**src/rtl/voltimetro_pkg.sv**
```systemverilog
// Shared definitions for the dual-slope voltmeter: FSM states, full-scale
// count, synchroniser depth and the Moore output decode of the controller.
package voltimetro_pkg;

  typedef enum logic [2:0] {
    OCIOSO,
    ZERA,
    INTEGRA,
    DESINTEGRA,
    CARREGA
  } estado_t;

  localparam int unsigned FUNDO_ESCALA = 1000;
  localparam int unsigned PROF_SINC    = 2;

  // Bit order: {rst_s, enb, ld, ch_zr, ch_vm, ch_ref, ocupado}
  function automatic logic [6:0] decodifica(input estado_t e);
    logic [6:0] s;
    s = '0;
    case (e)
      OCIOSO:     s = 7'b000_1000;
      ZERA:       s = 7'b100_1001;
      INTEGRA:    s = 7'b010_0101;
      DESINTEGRA: s = 7'b010_0011;
      CARREGA:    s = 7'b001_0001;
      default:    s = 7'b000_1000;
    endcase
    return s;
  endfunction

endpackage

```
**src/rtl/sincronizador_2ff.sv**
```systemverilog
// Multi-flop synchroniser for asynchronous comparator inputs.
module sincronizador_2ff
  import voltimetro_pkg::*;
(
  input  logic ck,
  input  logic rst_n,
  input  logic d,
  output logic q
);

  logic [PROF_SINC-1:0] sr_q;
  logic [PROF_SINC-1:0] sr_d;

  always_comb begin
    sr_d = {sr_q[PROF_SINC-2:0], d};
  end

  always_ff @(posedge ck or negedge rst_n) begin
    if (!rst_n) sr_q <= '0;
    else        sr_q <= sr_d;
  end

  assign q = sr_q[PROF_SINC-1];

endmodule

```
**src/rtl/controlador_dupla_rampa.sv**
```systemverilog
// Control FSM of the dual-slope integrating voltmeter: sequences auto-zero,
// integration and deintegration, and drives the BCD counter control lines.
module controlador_dupla_rampa
  import voltimetro_pkg::*;
#(
  parameter int unsigned T_ZERO   = 16,
  parameter bit          CONTINUO = 1'b0
) (
  input  logic ck,
  input  logic rst_n,
  input  logic inicio,
  input  logic Vint_z,
  input  logic cnt_max,
  output logic rst_s,
  output logic enb,
  output logic ld,
  output logic ch_zr,
  output logic ch_vm,
  output logic ch_ref,
  output logic ocupado,
  output logic ovf
);

  localparam int unsigned   TW        = $clog2(T_ZERO);
  localparam logic [TW-1:0] TIMER_FIM = TW'(T_ZERO - 1);

  estado_t       estado_q, estado_d;
  logic [TW-1:0] timer_q, timer_d;
  logic          vz_ant_q, vz_ant_d;
  logic          ovf_q, ovf_d;
  logic [6:0]    saida_q, saida_d;
  logic          vz_sinc;
  logic          subida;

  sincronizador_2ff u_sinc (
    .ck    (ck),
    .rst_n (rst_n),
    .d     (Vint_z),
    .q     (vz_sinc)
  );

  assign subida = vz_sinc & ~vz_ant_q;

  always_comb begin
    estado_d = estado_q;
    timer_d  = '0;
    vz_ant_d = vz_sinc;
    ovf_d    = ovf_q;
    case (estado_q)
      OCIOSO: begin
        if (inicio) estado_d = ZERA;
      end
      ZERA: begin
        if (timer_q == TIMER_FIM) estado_d = INTEGRA;
        else                      timer_d  = timer_q + TW'(1);
      end
      INTEGRA: begin
        if (cnt_max) estado_d = DESINTEGRA;
      end
      DESINTEGRA: begin
        if (subida) begin
          estado_d = CARREGA;
        end else if (cnt_max) begin
          ovf_d = 1'b1;
          if (CONTINUO) estado_d = ZERA;
          else          estado_d = OCIOSO;
        end
      end
      CARREGA: begin
        if (CONTINUO) estado_d = ZERA;
        else          estado_d = OCIOSO;
      end
      default: estado_d = OCIOSO;
    endcase
    // Clear only on a normal ZERA entry, so an over-range exit straight into
    // ZERA (continuous mode) still leaves the flag visible for one conversion.
    if (estado_d == ZERA && (estado_q == OCIOSO || estado_q == CARREGA))
      ovf_d = 1'b0;
    saida_d = decodifica(estado_d);
  end

  always_ff @(posedge ck or negedge rst_n) begin
    if (!rst_n) begin
      estado_q <= OCIOSO;
      timer_q  <= '0;
      vz_ant_q <= 1'b0;
      ovf_q    <= 1'b0;
      saida_q  <= decodifica(OCIOSO);
    end else begin
      estado_q <= estado_d;
      timer_q  <= timer_d;
      vz_ant_q <= vz_ant_d;
      ovf_q    <= ovf_d;
      saida_q  <= saida_d;
    end
  end

  assign {rst_s, enb, ld, ch_zr, ch_vm, ch_ref, ocupado} = saida_q;
  assign ovf = ovf_q;

endmodule

```
**config.mk**
```make
export PLATFORM = sky130hd
export DESIGN_NAME = controlador_dupla_rampa
export DESIGN_NICKNAME = d
export VERILOG_FILES = /design/src/rtl/voltimetro_pkg.sv /design/src/rtl/sincronizador_2ff.sv /design/src/rtl/controlador_dupla_rampa.sv
export SDC_FILE = /design/constraint.sdc
export NUM_CORES = 1
export LEC_CHECK = 0
export CORE_MARGIN = 4
export CORE_UTILIZATION = 40
export DETAILED_ROUTE_END_ITERATION = 7
export PLACE_DENSITY = 0.66
export SLEW_MARGIN = 10
export SYNTH_ARGS = -nofsm -noshare
export SYNTH_HDL_FRONTEND = slang
export SYNTH_HIERARCHICAL = 1
export SYNTH_SLANG_ARGS = --single-unit
```
**constraint.sdc**
```tcl
create_clock -name ck -period 2.4 [get_ports ck]
set_input_delay 0.48 -clock ck [delete_from_list [all_inputs] [get_ports ck]]
set_output_delay 0.48 -clock ck [all_outputs]
set_load 0.02 [all_outputs]
```
* Word level (Yosys, flattened, before mapping)
Index checks and enable logic that the tools add are counted.
** Cells by class
- Add/sub/neg operators :: 1
- Equal/unequal tests :: 10
- Muxes and demuxes :: 13
- Bitwise operators :: 2
- Reductions and logical operators :: 6
** Operators with widths (count)
- case mux 7 bit (4 select lines) :: 1
- two-way mux 3 bit :: 5
- == test 3 x 2 -> 1 bit, second input constant :: 4
- case mux 3 bit (4 select lines) :: 1
- two-way mux 4 bit :: 2
- == test 3 x 1 -> 1 bit, second input constant :: 2
- == test 3 bit, second input constant :: 2
- adder 4 x 1 -> 4 bit, second input constant :: 1
- == test 4 bit, second input constant :: 1
- two-way mux 1 bit :: 4
- nonzero test 2 bit :: 2
- logical NOT 3 bit :: 1
- AND reduction 3 bit :: 1
- inequality test 2 x 1 -> 1 bit, second input constant :: 1
- AND 1 bit :: 1
- logical AND 1 bit :: 1
- logical OR 1 bit :: 1
- NOT 1 bit :: 1
** Word-level totals
- Register bits after elaboration :: 18
- Bits of input ports :: 5
- Output and inout bits :: 8
- Word-level logic and storage cells :: 38

* Longest topological paths before layout
- Depth after elaboration :: 8
- Mapped depth :: 4

* By module
Netlist, hierarchy kept.
** By module, submodules not included
- controlador_dupla_rampa :: times used 1, cells an instance 57, area an instance 689.4 µm²
- sincronizador_2ff :: times used 1, cells an instance 2, area an instance 50.0 µm²

* Worst setup path before layout
OpenSTA, ideal clock, no wires.
- Kind :: register to register
- Start point :: register estado_q[1]
- End point :: register estado_q[0]
- Library setup time :: 0.124 ns
- Data arrival time :: 1.082 ns
- Data required time :: 2.276 ns
- Path slack :: 1.194 ns
- Cell stages (with the launch flop) :: 5
- Cell sequence :: dfrtp_1 -> buf_6 -> nor3b_2 -> a31o_1 -> or2_1
** Between the ends
- Word-level cells in the longest chain between the ends :: 2
- Elaborated cells on any way between the ends :: 5
- Classes of those cells :: 3 x eq/ne; 1 x mux; 1 x reduce/logical
** Ends and longest elaborated chain
- from (decl) :: RTL line controlador_dupla_rampa.sv:27 : estado_t estado_q, estado_d;
- from (signal assigned) :: RTL line controlador_dupla_rampa.sv:90 : estado_q <= estado_d;
- == test 3 x 2 -> 1 bit, or another cell as far along :: RTL line controlador_dupla_rampa.sv:49 : case (estado_q)
- case mux 3 bit (4 select lines) (*) :: RTL line controlador_dupla_rampa.sv:49
- via estado_d[0] :: RTL line controlador_dupla_rampa.sv:27
Mark *: on every way through the listed nets, which the timed path passes. The rest lies on a longest branch.
A chain may end at the register's enable or synchronous reset.

* Worst setup path after layout
- Start point :: register saida_q[3]
- End point :: output port ch_zr
** RTL lines
- from (decl) :: RTL line controlador_dupla_rampa.sv:31 : logic [6:0] saida_q, saida_d;
- from (signal assigned) :: RTL line controlador_dupla_rampa.sv:88 : saida_q <= decodifica(OCIOSO);
- from (signal assigned) :: RTL line controlador_dupla_rampa.sv:94 : saida_q <= saida_d;
- to (decl) :: RTL line controlador_dupla_rampa.sv:17 : output logic ch_zr,
No word-level cell between the ends.

==> impl_metrics.tcl <==
set metrics [dict create \
    outcome "complete, no violations" \
    syn-instance-count 59 \
    place_worst_setup_slack_ns 0.6959 \
    postCtsResizedCells 0 \
    grt_pass1_vias 491 \
    worstSkewPairLatency_ns 0.29 \
    drtIter0Drc 4 \
    nets 81 \
    cp_slowest_cell "clkdlybuf4s50_1" \
    cap_viol_max_count 0 \
    area_delta_synth_final_pct 24.20 \
    core_um2 1745 \
    power.switching_uw 257.2 \
    worstSetupPathType "reg2out" \
    crit_chain "clkdlybuf4s50_1" \
    final_common_cell "dfrtp_1" \
    finalSetupTns_ns 0 \
    p_seq_share_pct 50.5 \
    crit_path_end_kind "output pin" \
    drt_wl_total_um 1249 \
    cp-endpoint "ch_zr" \
    grt_max_degree 19 \
    hold_class "reg2reg" \
    rows 15 \
    period_needed_ns 1.894 \
    drc_errors 0 \
    layout-drive-gt1-share_pct 17.57 \
    cts.sinks 18 \
    fill_cells 161 \
    grt_use_total_pct 12.17 \
    initial_utilization_pct 42.37 \
    hold_viol 0 \
    top_level_ports 13 \
    firstDrtPassIters 4 \
    r2r_cells 3 \
    die_h_um 51.00 \
    cts_buffers 3 \
    cp.arrival_ns 1.41 \
    p_comb_share_pct 27.7 \
    cp_num_cells 1 \
    required_ns 1.92 \
    cts_tree "built" \
    worst-path-buf-inv 1 \
    grt_pass1_wl_um 2208 \
    startpoint_type "register" \
    postRouteAntennaNets 0 \
    fin_crit_sh_pct 78.93 \
    syn_area_um2 739.5 \
    max_stage_delay_ns 0.59 \
    final_cell_mix "17 x dfrtp_1, 12 x clkdlybuf4s50_1, 4 x nand3_1, 4 x nor2_1, 4 x nand2_1" \
    r2r_setup_slack_ns 1.00 \
    wl_per_cell_um 12.62 \
    worst_slack_ns 0.5058 \
    hold_buffers 0 \
    postCtsSetupRepairBufs 0 \
    hp-start "u_sinc/sr_q[0]$_DFF_PN0_" \
    port_buffers 12 \
    skew_ns 0.008740 \
    p_clk_share_pct 21.8 \
    via_count 486 \
    htreeDepth 1 \
    crit_start "saida_q[3]$_DFF_PN1_" \
    yosys_register_bits 18 \
    dp_hpwl_um 832.8 \
    die_area_um2 2600 \
    p_leak_uw 0.0004154 \
    ir_drop_mv 0.4688 \
    antenna_found_initial 0 \
    regToRegEndpoint "saida_q[2]$_DFF_PN0_" \
    synth_warnings 6 \
    rsz0062_at_grt "no" \
    cp_top_family "buffers and inverters" \
    p_sw_share_pct 30.78 \
    die_w_um 51.00 \
    max_slew_margin_pct 76.76 \
    power_uw 835.7 \
    fmaxAchievable_ghz 0.5279 \
    setup_violations 0 \
    synthDistinctLibCells 27 \
    num_antenna_cells 0 \
    power_density_nw_per_um2 909.9 \
    clk_pin_slew_ns 0.10 \
    overflow 0 \
    routabilityCongestion 0.7752 \
    p_int_uw 578.4 \
    worst_slew_pin_slew_ns 0.3486 \
    cp_max_fo 1 \
    reg2reg_from "estado_q[0]$_DFF_PN0_" \
    viasPerCell 4.909 \
    root_buffer "clkbuf_4" \
    final_max_slew_viol_count 0 \
    syn-num-nets 65 \
    ys_seq_area_share_pct 61.08 \
    synth_area_per_cell_um2 12.53 \
    cts_buffer_depth 2 \
]
## how the worst min path moves through the flow
| stage | cells past startpoint | slack [ns] | endpoint |
|---|---|---|---|
| 6_report | 0 | 0.35 | u_sinc/sr_q[1]$_DFF_PN0_ |
| 5_1_grt | 0 | 0.36 | u_sinc/sr_q[1]$_DFF_PN0_ |
| 4_1_cts | 0 | 0.36 | u_sinc/sr_q[1]$_DFF_PN0_ |
| 3_5_place_dp | 0 | 0.34 | u_sinc/sr_q[1]$_DFF_PN0_ |
| 3_3_place_gp | 0 | 0.33 | u_sinc/sr_q[1]$_DFF_PN0_ |
| 2_1_floorplan | 0 | 0.18 | estado_q[0]$_DFF_PN0_ |
## power groups by stage
| stage | combinational, µW | clock, µW | sequential [µW] |
|---|---|---|---|
| floorplan | 144 | 0 | 435 |
| global placement | 229 | 0 | 425 |
| detailed placement | 234 | 0 | 425 |
| CTS | 236 | 189 | 422 |
| global route | 265 | 205 | 434 |
| finish | 231 | 182 | 422 |
## metrics by stage
| stage | util (%) | hold slack (ns) | instance area, µm² | cells |
|---|---|---|---|---|
| floorplan | - | 0.1844 | 739.5 | 59 |
| global placement | 50.54 | 0.3316 | 882.1 | 95 |
| detailed placement | 50.54 | 0.3385 | 882.1 | 95 |
| CTS | 52.62 | 0.3583 | 918.4 | 99 |
| global route | 52.62 | 0.3632 | 918.4 | 99 |
| finish | 52.62 | 0.3454 | 918.4 | 99 |
## kinds of logic (layout without fill, tap and decap cells)
logic type               after synthesis  after routing  synth area share (%)
AO/OA/AOI/OAI                          7              7                 8.629
AND/OR/NAND/NOR                       28             28                 23.52
adder cells (fa/ha/maj)                1              1                 1.692
XOR/XNOR                               2              2                 2.369
flip-flops                            18             18                 61.08
buffers and inverters                  3             18                 2.706
## registers in the layout (all words and copies together) (netlist names)
signal	cells
estado_q	3
u_sinc/sr_q	2
ovf	1
saida_q	7
timer_q	4
vz_ant_q	1
## routing by layer
| layer | global-route usage [%] | up-vias | wire [µm] |
|---|---|---|---|
| met5 | 0 | - | 0 |
| met4 | 8.072 | 0 | 32 |
| met3 | 6.997 | 5 | 119 |
| met2 | 17.81 | 13 | 553 |
| met1 | 13.25 | 232 | 543 |
| li1 | - | 236 | - |
## area by class of cell
cell class / instances / area, µm² / share of cell area, %
multi-input combinational: 38 / 267.8 / 29.16
sequential: 18 / 451.7 / 49.18
timing repair buffer: 13 / 127.6 / 13.90
tap: 25 / 31.28 / 3.406
inverter: 1 / 3.754 / 0.4087
clock buffer: 4 / 36.28 / 3.951
## cells in the mapped netlist
cell      instances  area share [%]
dfrtp_1          17              58
nand2_1           4             2.0
nand3_1           4             2.7
nor2_1            4             2.0
and3_1            3             2.5
nor3_1            3             2.0
and2_1            2             1.7
nor3b_2           2             3.4
xor2_1            2             2.4
a211oi_2          1             1.7
a21o_1            1             1.0
a21o_2            1             1.2
a22oi_2           1             1.7
a31o_1            1             1.2
a41oi_1           1             1.2
and2b_2           1             1.2
buf_2             1            0.68
buf_6             1             1.5
dfstp_2           1             3.6
ha_1              1             1.7
inv_1             1            0.51
nand2b_1          1            0.85
nor2b_1           1            0.85
nor4b_2           1             2.0
nor4bb_1          1             1.4
o21ai_0           1            0.68
or2_1             1            0.85
Note: power is estimated with default switching activity, not from simulation.
